`src/rtl/data_mask_pkg.sv`:
```
// Shared defaults and types for the data mask queue controller.
package data_mask_pkg;
  localparam int unsigned DEPTH_DEF    = 40;
  localparam int unsigned WIDTH_DEF    = 16;
  localparam int unsigned AW_DEF       = 6;
  localparam int unsigned AF_LEVEL_DEF = 36;

  typedef logic [WIDTH_DEF-1:0] mask_t;
  typedef logic [AW_DEF-1:0]    ptr_t;
endpackage

```
`src/rtl/data_mask_ptr_inc.sv`:
```
// Pointer increment that wraps DEPTH-1 -> 0, so DEPTH need not be a power of two.
module data_mask_ptr_inc #(
  parameter int unsigned DEPTH = 40,
  parameter int unsigned AW    = 6
) (
  input  logic [AW-1:0] ptr,
  output logic [AW-1:0] ptr_nxt
);
  localparam logic [AW-1:0] LAST = AW'(DEPTH - 1);

  always_comb ptr_nxt = (ptr == LAST) ? '0 : ptr + AW'(1);
endmodule

```
`src/rtl/data_mask_queue_ctrl.sv`:
```
// Circular-queue controller for an external mask storage array (1W/1R, combinational read).
// Optional feature: define DATA_MASK_BYPASS_EN to pass an enqueue straight through an empty queue.
module data_mask_queue_ctrl
  import data_mask_pkg::*;
#(
  parameter int unsigned DEPTH    = DEPTH_DEF,
  parameter int unsigned WIDTH    = WIDTH_DEF,
  parameter int unsigned AW       = AW_DEF,
  parameter int unsigned AF_LEVEL = AF_LEVEL_DEF
) (
  input  logic             clock,
  input  logic             reset,
  input  logic             flush,
  input  logic             enq_valid,
  output logic             enq_ready,
  input  logic [WIDTH-1:0] enq_mask,
  output logic             deq_valid,
  input  logic             deq_ready,
  output logic [WIDTH-1:0] deq_mask,
  output logic [AW-1:0]    W0_addr,
  output logic             W0_en,
  output logic [WIDTH-1:0] W0_data,
  output logic [AW-1:0]    R0_addr,
  output logic             R0_en,
  input  logic [WIDTH-1:0] R0_data,
  output logic [AW-1:0]    count,
  output logic             almost_full
);
  localparam logic [AW-1:0] DEPTH_P = AW'(DEPTH);
  localparam logic [AW-1:0] AF_P    = AW'(AF_LEVEL);

  logic [AW-1:0] wr_ptr, rd_ptr;
  logic [AW-1:0] wr_ptr_nxt, rd_ptr_nxt;
  logic          q_nonempty, q_valid, bypass, wr_fire, rd_fire;

  data_mask_ptr_inc #(.DEPTH(DEPTH), .AW(AW)) u_wr_inc (.ptr(wr_ptr), .ptr_nxt(wr_ptr_nxt));
  data_mask_ptr_inc #(.DEPTH(DEPTH), .AW(AW)) u_rd_inc (.ptr(rd_ptr), .ptr_nxt(rd_ptr_nxt));

  always_comb begin
    q_nonempty = (count != '0);
    q_valid    = reset & ~flush & q_nonempty;
    enq_ready  = reset & ~flush & (count < DEPTH_P);
`ifdef DATA_MASK_BYPASS_EN
    bypass     = reset & ~flush & ~q_nonempty & enq_valid & deq_ready;
`else
    bypass     = 1'b0;
`endif
    R0_addr     = rd_ptr;
    R0_en       = reset & q_nonempty;
    deq_valid   = q_valid | bypass;
    deq_mask    = bypass ? enq_mask : (R0_en ? R0_data : '0);
    // A bypassed entry is consumed in-flight: no storage write, no pointer movement.
    wr_fire     = enq_valid & enq_ready & ~bypass;
    rd_fire     = q_valid & deq_ready;
    W0_en       = wr_fire;
    W0_addr     = wr_ptr;
    W0_data     = enq_mask;
    almost_full = reset & (count >= AF_P);
  end

  always_ff @(posedge clock) begin
    if (!reset || flush) begin
      wr_ptr <= '0;
      rd_ptr <= '0;
      count  <= '0;
    end else begin
      if (wr_fire) wr_ptr <= wr_ptr_nxt;
      if (rd_fire) rd_ptr <= rd_ptr_nxt;
      case ({wr_fire, rd_fire})
        2'b10:   count <= count + AW'(1);
        2'b01:   count <= count - AW'(1);
        default: count <= count;
      endcase
    end
  end
endmodule

```
`config.mk`:
```
export PLATFORM = sky130hd
export DESIGN_NAME = data_mask_queue_ctrl
export DESIGN_NICKNAME = d
export VERILOG_FILES = /design/src/rtl/data_mask_pkg.sv /design/src/rtl/data_mask_ptr_inc.sv /design/src/rtl/data_mask_queue_ctrl.sv
export SDC_FILE = /design/constraint.sdc
export NUM_CORES = 1
export LEC_CHECK = 0
export ABC_AREA = 0
export BUFFER_PORTS_ARGS = -buffer_cell sky130_fd_sc_hd__buf_2
export CELL_PAD_IN_SITES_DETAIL_PLACEMENT = 0
export CELL_PAD_IN_SITES_GLOBAL_PLACEMENT = 1
export CORE_AREA = 10 10 78 80
export DETAILED_ROUTE_END_ITERATION = 16
export DIE_AREA = 0 0 88 90
export PLACE_DENSITY_LB_ADDON = 0.15
export SLEW_MARGIN = 0
export SYNTH_ARGS = -nofsm -noshare
export SYNTH_HDL_FRONTEND = slang
export SYNTH_SLANG_ARGS = --single-unit
```
`constraint.sdc`:
```
create_clock -name clock -period 4.7 [get_ports clock]
set_clock_uncertainty 0.1 [all_clocks]
set_input_delay 0 -clock clock [delete_from_list [all_inputs] [get_ports clock]]
set_output_delay 0 -clock clock [all_outputs]
set_load 0.05 [all_outputs]
```
Word-level counts from Yosys, hierarchy flattened --
Cells that the tools add are included.
Word-level totals: memories kept 0, word-level logic and storage cells 29, ROM bits 0, bits in registers 18, bits of input ports 37, latch bits 0, memory bits (writable) 0, output and inout port bits 55
Cells by class: mux-type cells 4, shift-type cells 0, equal/unequal tests 4, bitwise operators 8, add/subtract/negate cells 4, multipliers 0, reduce and logical (&&, ||, !) cells 4, div/mod/pow operators 0, order comparisons 2
Operator list (count):
- 6-bit by 1-bit adder with 6-bit output, second input constant | 3
- 16-bit two-way mux | 1
- 6-bit equality test, second input constant | 2
- 6-bit two-way mux | 2
- 6-bit one-hot mux with 2 select lines | 1
- 1-bit bitwise AND | 7
- 6-bit greater-or-equal comparator, second input constant | 1
- 6-bit < comparator, second input constant | 1
- 6-bit nonzero test | 1
- 6-bit by 1-bit subtractor with 6-bit output, second input constant | 1
- 2-bit by 1-bit equality test with 1-bit output, second input constant | 1
- 2-bit equality test, second input constant | 1
- 2-bit nonzero test | 1
- 1-bit logical NOT | 1
- 1-bit logical OR | 1
- 1-bit NOT | 1

Longest topological paths before layout --
Gate-level depths: netlist of run 1.
depth in word-level cells 6, mapped depth 9, gate-level depth less buffers 9

Hierarchy --
From an unflattened synthesis of run 1, not the netlist that was laid out.
Unflattened totals: cell total of the unflattened synthesis 176, area, all modules 1388.8 sq um
Modules (own cells, without submodules):
- data_mask_queue_ctrl | cells an instance 146, area each 1161.1 sq um, times used 1, sequential area each 360.3 sq um
- data_mask_ptr_inc | cells an instance 15, area each 113.9 sq um, times used 2, sequential area each 0.0 sq um

Least setup slack after synthesis of run 1 --
No wires, ideal clock.
path type register to register, start point register count[3], end point register count[5], setup slack 1.164 ns, setup time 0.066 ns, stages on the path, launching flop included 10, path buffers 0, period minus slack after synthesis 3.536 ns, data required time 4.534 ns, data arrival time 3.370 ns, cells stage by stage dfxtp_1 > o21a_1 > nor2_1 > inv_1 > ha_1 > ha_1 > or2b_1 > or4_4 > a31o_1 > a21oi_2
On the way: longest elaborated chain between the ends 5, elaborated cells on any way between the ends 12, those cells by class 2 x add/sub; 1 x order compare; 2 x eq/ne; 1 x mux; 4 x bitwise; 2 x reduce/logical
RTL lines:
- start, declared | RTL line data_mask_queue_ctrl.sv:26 | output logic [AW-1:0] count,
- start signal, assigned | RTL line data_mask_queue_ctrl.sv:70 | 2'b10: count <= count + AW'(1);
- start signal, assigned | RTL line data_mask_queue_ctrl.sv:71 | 2'b01: count <= count - AW'(1);
- start signal, assigned | RTL line data_mask_queue_ctrl.sv:72 | default: count <= count;
- 6-bit < comparator (*) | RTL line data_mask_queue_ctrl.sv:42 | enq_ready = reset & ~flush & (count < DEPTH_P);
- 1-bit bitwise AND (*) | RTL line data_mask_queue_ctrl.sv:42
- 1-bit bitwise AND (*) | RTL line data_mask_queue_ctrl.sv:53 | wr_fire = enq_valid & enq_ready & ~bypass;
- via W0_en | RTL line data_mask_queue_ctrl.sv:21 | output logic W0_en,
- 2-bit by 1-bit equality test with 1-bit output / 2-bit equality test (equally long branches) | RTL line data_mask_queue_ctrl.sv:69 | case ({wr_fire, rd_fire})
- 6-bit one-hot mux with 2 select lines / 2-bit nonzero test (equally long branches)
Mark *: on every way through the listed nets, which the timed path passes. The rest lies on a longest branch. A chain may end at the register's enable or synchronous reset.

Worst setup path in the final report of run 1 --
start point register count[3], end point register count[5]
On the way: longest elaborated chain between the ends 5, elaborated cells on any way between the ends 12, those cells by class 2 x add/sub; 1 x order compare; 2 x eq/ne; 1 x mux; 4 x bitwise; 2 x reduce/logical
RTL lines (RTL line):
- 6-bit < comparator / 6-bit nonzero test (equally long branches) | data_mask_queue_ctrl.sv:42, data_mask_queue_ctrl.sv:40
- 1-bit bitwise AND, on equally long branches | data_mask_queue_ctrl.sv:42, data_mask_queue_ctrl.sv:41
- 1-bit bitwise AND, on equally long branches | data_mask_queue_ctrl.sv:53, data_mask_queue_ctrl.sv:54
- 2-bit by 1-bit equality test with 1-bit output / 2-bit equality test (equally long branches) | data_mask_queue_ctrl.sv:69
- 6-bit one-hot mux with 2 select lines / 2-bit nonzero test (equally long branches)
Several ways; a longest one is shown, not always the timed one.

==> flow_summary.yaml, run 1 <==
timing:
  setup_tns_ps: 0
  fin_ws_ps: 1780
  tightestPinTransition_ps: 745
  finalCriticalPeriod_ps: 2920
  hold_violations: 0
  final_max_slew_viol_count: 0
  whs_ps: 85.5
  slew_headroom_pct: 50.2
  rsz0062_at_grt: "false"
  setup_viol: 0
  max_freq_ghz: 0.343
  post-route-period-util_pct: 62.1
place:
  hpwl_mm: 3.22
  io_buffers: 59
  dp_slack_ps: 1820
  placed_cell_area_um2: 1540
  place_congestion: 0.785
  dp_cells: 254
clock_network:
  cts_tree: "done"
  cts_root_buffer: "clkbuf_8"
  cts_resized: 0
  clk_latency_ps: 250
  post_cts_buffers: 0
  htreeDepth: 1
  clock_sinks: 18
  clkSlewWorstSetupHoldPaths_ps: 70
  numCtsBuffers: 3
  clk_path_buf_depth: 2
synthesis:
  synth-seq-area-share_pct: 27.2
  synthCells: 160
  ys.flop_type: "dfxtp_1"
  synth_area_um2: 1320
  synthTopCellsByArea: "dfxtp_1 27%, buf_4 9.1%, and2_1 7.6%"
  postSynth.asyncResetShare_pct: 0
  synth_top_area_share_pct: 27.2
  yosys_warnings: 0
  synth_edf_count: 0
  yosys.area.top_type: "dfxtp_1"
  synth_area_per_cell_um2: 8.27
  yosysUniqueCellTypes: 44
  ys_ff_latch: 18
  syn_nets: 205
  synthTopCellsByCount: "18 x dfxtp_1, 18 x nor2_1, 16 x and2_1, 16 x buf_4, 10 x nand2_1"
power_and_ir_drop:
  leakage_nw: 0.822
  power_mw: 0.357
  power_density_nw_per_um2: 203
  vdd_drop_max_v: 0.0000703
detailed_routing:
  num_vias: 1291
  route.detailed.drc: 0
  via_per_inst: 4.71
  antenna_left: 0
  drt_iter0_drc: 53
  wl_per_cell_um: 15.7
  wirelength_mm: 4.30
  detail_route.first_pass.iterations: 4
setup_path:
  critPathArrivalTime_ps: 3010
  worstSetupEndpointType: "flip-flop"
  cp-start-kind: "flip-flop"
  crit_fanout: 10
  crit_type: "reg2reg"
  crit_required_ps: 4790
die:
  fp.dieW_um: 88
  core_area_um2: 4600
  ios: 92
  rows: 25
  start_util_pct: 28.8
  die_area_um2: 7920
  die_h_um: 90
final_layout:
  nets: 266
  final_util_pct: 38.1
  area_growth_pct: 32.5
  drive_above_1_share_pct: 32.3
  fin_area_um2: 1750
  nFillCells: 503
  diodes: 0
  instances_no_fill: 274
grt:
  grt_pass1_wl_mm: 6.49
  overflow: 0
  antenna_found_initial: 0
  track_usage_pct: 10.0
  grt_pass1_vias: 1250
  grt_max_degree: 18
run:
  cap_violations: 0
run_status:
  outcome: "finished clean"
hold_path:
  hp-class: "in2reg"
repair_timing:
action / CTS / global route
hold endpoints to repair: 16 / 0
hold buffers: 16 / 0
setup endpoints to repair: 0 / 0
layout by cell type (no fill, tap or decap), types with 2 or more instances in the layout:
cell type	synthesis	routed
a211oi_1	2	2
a21oi_1	6	6
and2_1	16	16
and3_1	2	2
buf_2	1	59
clkbuf_8	0	4
dfxtp_1	18	18
dlygate4sd3_1	0	16
ha_1	7	7
inv_1	3	3
nand2_1	10	10
nand3_1	3	3
nand3b_1	2	2
nor2_1	18	18
nor3_1	4	4
nor3b_1	2	2
nor4b_1	2	2
o21ai_0	7	7
o31ai_1	3	3
or3_1	3	3
or4_1	2	2
xnor2_1	7	7
xor2_1	3	3
per-layer routing:
| layer | wire [um] | track usage [%] | vias to the layer above |
|---|---|---|---|
| li1 | - | - | 662 |
| met1 | 1770 | 10.8 | 583 |
| met2 | 2140 | 17.6 | 44 |
| met5 | 0 | 0 | - |
| met4 | 31 | 3.19 | 0 |
| met3 | 362 | 3.34 | 2 |
flip-flops by register name, summed over array words and instances (netlist names):
| register | count |
|---|---|
| R0_addr | 6 |
| W0_addr | 6 |
| count | 6 |
logic make-up after synthesis:
kind of cell	count (synthesis)	synth area share (%)
AO/OA/AOI/OAI	26	13.3
multiplexers	1	0.756
flip-flops	18	27.2
AND/OR/NAND/NOR	75	31.9
adder cells (fa/ha/maj)	8	8.13
buffers and inverters	22	12.0
XOR/XNOR	10	6.62
final cells by class:
cell class	count	area, um^2	area share (%)
Tap cell	54	67.6	3.85
Multi-Input combinational cell	120	805	45.9
Sequential cell	18	360	20.5
Timing Repair Buffer	75	455	26.0
Clock buffer	4	55.1	3.14
Inverter	3	11.3	0.642
final timing paths:
kind | from | endpoint | slack [ps] | depth (start not counted)
hold reg to reg | W0_addr[1]$_SDFFE_PP0P_ | W0_addr[1]$_SDFFE_PP0P_ | 400 | 2
setup / recovery | count[3]$_SDFFE_PP0P_ | count[5]$_SDFFE_PP0P_ | 1780 | 9
setup reg to reg | count[3]$_SDFFE_PP0P_ | count[5]$_SDFFE_PP0P_ | 1780 | 9
hold / removal | deq_ready | R0_addr[5]$_SDFFE_PP0P_ | 90 | 4
power by group:
part	total [mW]	internal [mW]	switching, mW
Clock	0.129	0.0744	0.0550
Sequential	0.154	0.153	0.000954
Combinational	0.0736	0.0214	0.0522
Total	0.357	0.249	0.108
critical path: stages (launching register included):
cell     delay, ps
dfxtp_1        360
o21a_1         270
nor2_1         320
inv_1           90
ha_1           330
ha_1           390
or2b_1         240
or4_4          410
a31o_1         230
a21oi_2        120
Power figures use the tool's default switching activity.
==> run 2, diff against run 1 <==
--- a/config.mk
+++ b/config.mk
@@ -9,9 +9,9 @@
 export BUFFER_PORTS_ARGS = -buffer_cell sky130_fd_sc_hd__buf_2
 export CELL_PAD_IN_SITES_DETAIL_PLACEMENT = 0
 export CELL_PAD_IN_SITES_GLOBAL_PLACEMENT = 1
-export CORE_AREA = 10 10 78 80
+export CORE_AREA = 10 10 80 82
 export DETAILED_ROUTE_END_ITERATION = 16
-export DIE_AREA = 0 0 88 90
+export DIE_AREA = 0 0 90 92
 export PLACE_DENSITY_LB_ADDON = 0.15
 export SLEW_MARGIN = 0
 export SYNTH_ARGS = -nofsm -noshare
==> constraint.sdc (replaced) <==
create_clock -name clock -period 2.9 [get_ports clock]
set_clock_uncertainty 0.1 [all_clocks]
set_input_delay 0 -clock clock [delete_from_list [all_inputs] [get_ports clock]]
set_output_delay 0 -clock clock [all_outputs]
set_load 0.05 [all_outputs]
==> run 2 against run 1 <==
  * Via count hardly changed
  * Fmax is 9.2% higher
  * Power rose by 62%
  * Sequential share of layout area decreased by 0.38 points
  * Critical path depth shrank 1
  * Worst setup slack worse by 1600 ps
  * Die area rose by 4.5%
  * Register-to-register slack got worse by 1600 ps
  * Utilization shrank 1.3 points
  * Sequential power rose by 62%
  * Cell count is 6.9% higher
  * Clock-buffer cell count did not move
  * Critical endpoint unchanged
  * Highest routed layer unchanged
==> flow_summary.yaml, run 2 (same netlist as run 1, synthesis figures left out) <==
power_and_ir_drop:
  power_density_nw_per_um2: 320
  vdd_drop_max_v: 0.000128
  leakage_nw: 0.836
  power_mw: 0.579
clock_network:
  clk_path_buf_depth: 2
  numCtsBuffers: 3
  htreeDepth: 1
  clk_latency_ps: 250
  post_cts_buffers: 0
  cts_root_buffer: "clkbuf_8"
  clock_sinks: 18
  clkSlewWorstSetupHoldPaths_ps: 70
  cts_tree: "done"
detailed_routing:
  via_per_inst: 4.41
  routed-wl-met2_mm: 2.27
  route.detailed.drc: 0
  antenna_left: 0
  detail_route.first_pass.iterations: 3
  num_vias: 1292
  wl_per_cell_um: 14.9
  wirelength_mm: 4.35
  drt-met1-wl_mm: 1.89
  highest_layer: "met4"
  drt_iter0_drc: 47
  met3_length_um: 152
place:
  io_buffers: 59
  dp_slack_ps: 128
  place_congestion: 0.783
  placed_cell_area_um2: 1590
  hpwl_mm: 3.27
  dp_cells: 273
grt:
  track_usage_pct: 9.68
  antenna_found_initial: 0
  grt_pass1_vias: 1241
  grt_max_degree: 18
  overflow: 0
  grt_pass1_wl_mm: 6.62
setup_path:
  crit_path_cell_trace: "nor3_1, a21oi_1, ha_2, ha_1, o21ai_0, or4_4, a31o_1, a21oi_2"
  crit_path_start: "count[0]$_SDFFE_PP0P_"
  rr_worst_depth: 8
  cpMaxStageDelayCell: "or4_4"
  worstSetupEndpointType: "flip-flop"
  reg2reg_slack_ps: 230
  max_stage_delay_ps: 500
  timing.rr.end: "count[5]$_SDFFE_PP0P_"
  crit_required_ps: 2990
  crit_fanout: 10
  cp-start-kind: "flip-flop"
  critPathArrivalTime_ps: 2760
  crit_type: "reg2reg"
  endpoint: "count[5]$_SDFFE_PP0P_"
  worstReg2RegStart: "count[0]$_SDFFE_PP0P_"
final_layout:
  area_growth_pct: 36.9
  drive_above_1_share_pct: 35.9
  instances_no_fill: 293
  nets: 269
  final_common_cell: "buf_2"
  final_util_pct: 36.9
  fin_area_um2: 1810
  diodes: 0
  final_cell_mix: "59 x buf_2, 17 x nor2_1, 16 x and2_1, 16 x dlygate4sd3_1, 14 x dfxtp_1"
timing:
  final_max_slew_viol_count: 0
  finalCriticalPeriod_ps: 2670
  whs_ps: 81.9
  tightestPinTransition_ps: 758
  slew_headroom_pct: 49.4
  hold_violations: 0
  post-route-period-util_pct: 92.2
  max_freq_ghz: 0.374
  fin_ws_ps: 227
  setup_tns_ps: 0
  setup_viol: 0
  rsz0062_at_grt: "false"
die:
  fp.dieW_um: 90
  ios: 92
  start_util_pct: 26.9
  rows: 26
  die_h_um: 92
  core_area_um2: 4910
  die_area_um2: 8280
hold_path:
  hp-class: "in2reg"
  hold_depth: 4
run:
  cap_violations: 0
run_status:
  outcome: "finished clean"
## run 2: cell types whose count changed in the layout (fill, tap and decap cells not counted)
cell	previous run	this run
buf_4	0	3
dfxtp_1	18	14
dfxtp_2	0	4
ha_1	7	6
ha_2	0	1
nor2_1	18	17
nor2_4	0	1
## run 2: how the worst min path moves through the flow
stage | start | to
2_1_floorplan | enq_mask[0] | W0_data[0]
3_3_place_gp | enq_mask[10] | W0_data[10]
3_5_place_dp | enq_mask[10] | W0_data[10]
4_1_cts | deq_ready | R0_addr[3]$_SDFFE_PP0P_
5_1_grt | deq_ready | R0_addr[3]$_SDFFE_PP0P_
6_report | deq_ready | R0_addr[3]$_SDFFE_PP0P_
## run 2: critical path: cells and delay by family, from the launching register on
kind / cells / cell delay (ps)
compound gates: 4 / 850
fa+ha+maj: 2 / 640
simple gates: 2 / 600
flops: 1 / 410
## run 2: report_power, final
group | total (mW) | internal (mW) | switching [mW] | leakage, nW
combinational | 0.121 | 0.0357 | 0.0850 | 0.661
clock | 0.209 | 0.121 | 0.0885 | 0.0288
sequential | 0.249 | 0.248 | 0.00144 | 0.147
## run 2: routing by layer
metal  vias up  GRT usage [%]
met2        35           18.1
li1        668              -
met5         -              0
met4         0           3.58
met1       587           10.7
met3         2           1.63
## run 2: final cells by class
cell class                      count  area [um^2]
Sequential cell                    18          365
Clock buffer                        4         55.1
Tap cell                           70         87.6
Timing Repair Buffer               78          478
Multi-Input combinational cell    120          815
Fill cell                         524         3100
Inverter                            3         11.3
## run 2: timing repair
item / in CTS / in global routing
hold buffers: 16 / 0
hold endpoints to repair: 16 / 0
endpoints found under the setup margin: 0 / 2
resized for setup: 0 / 1
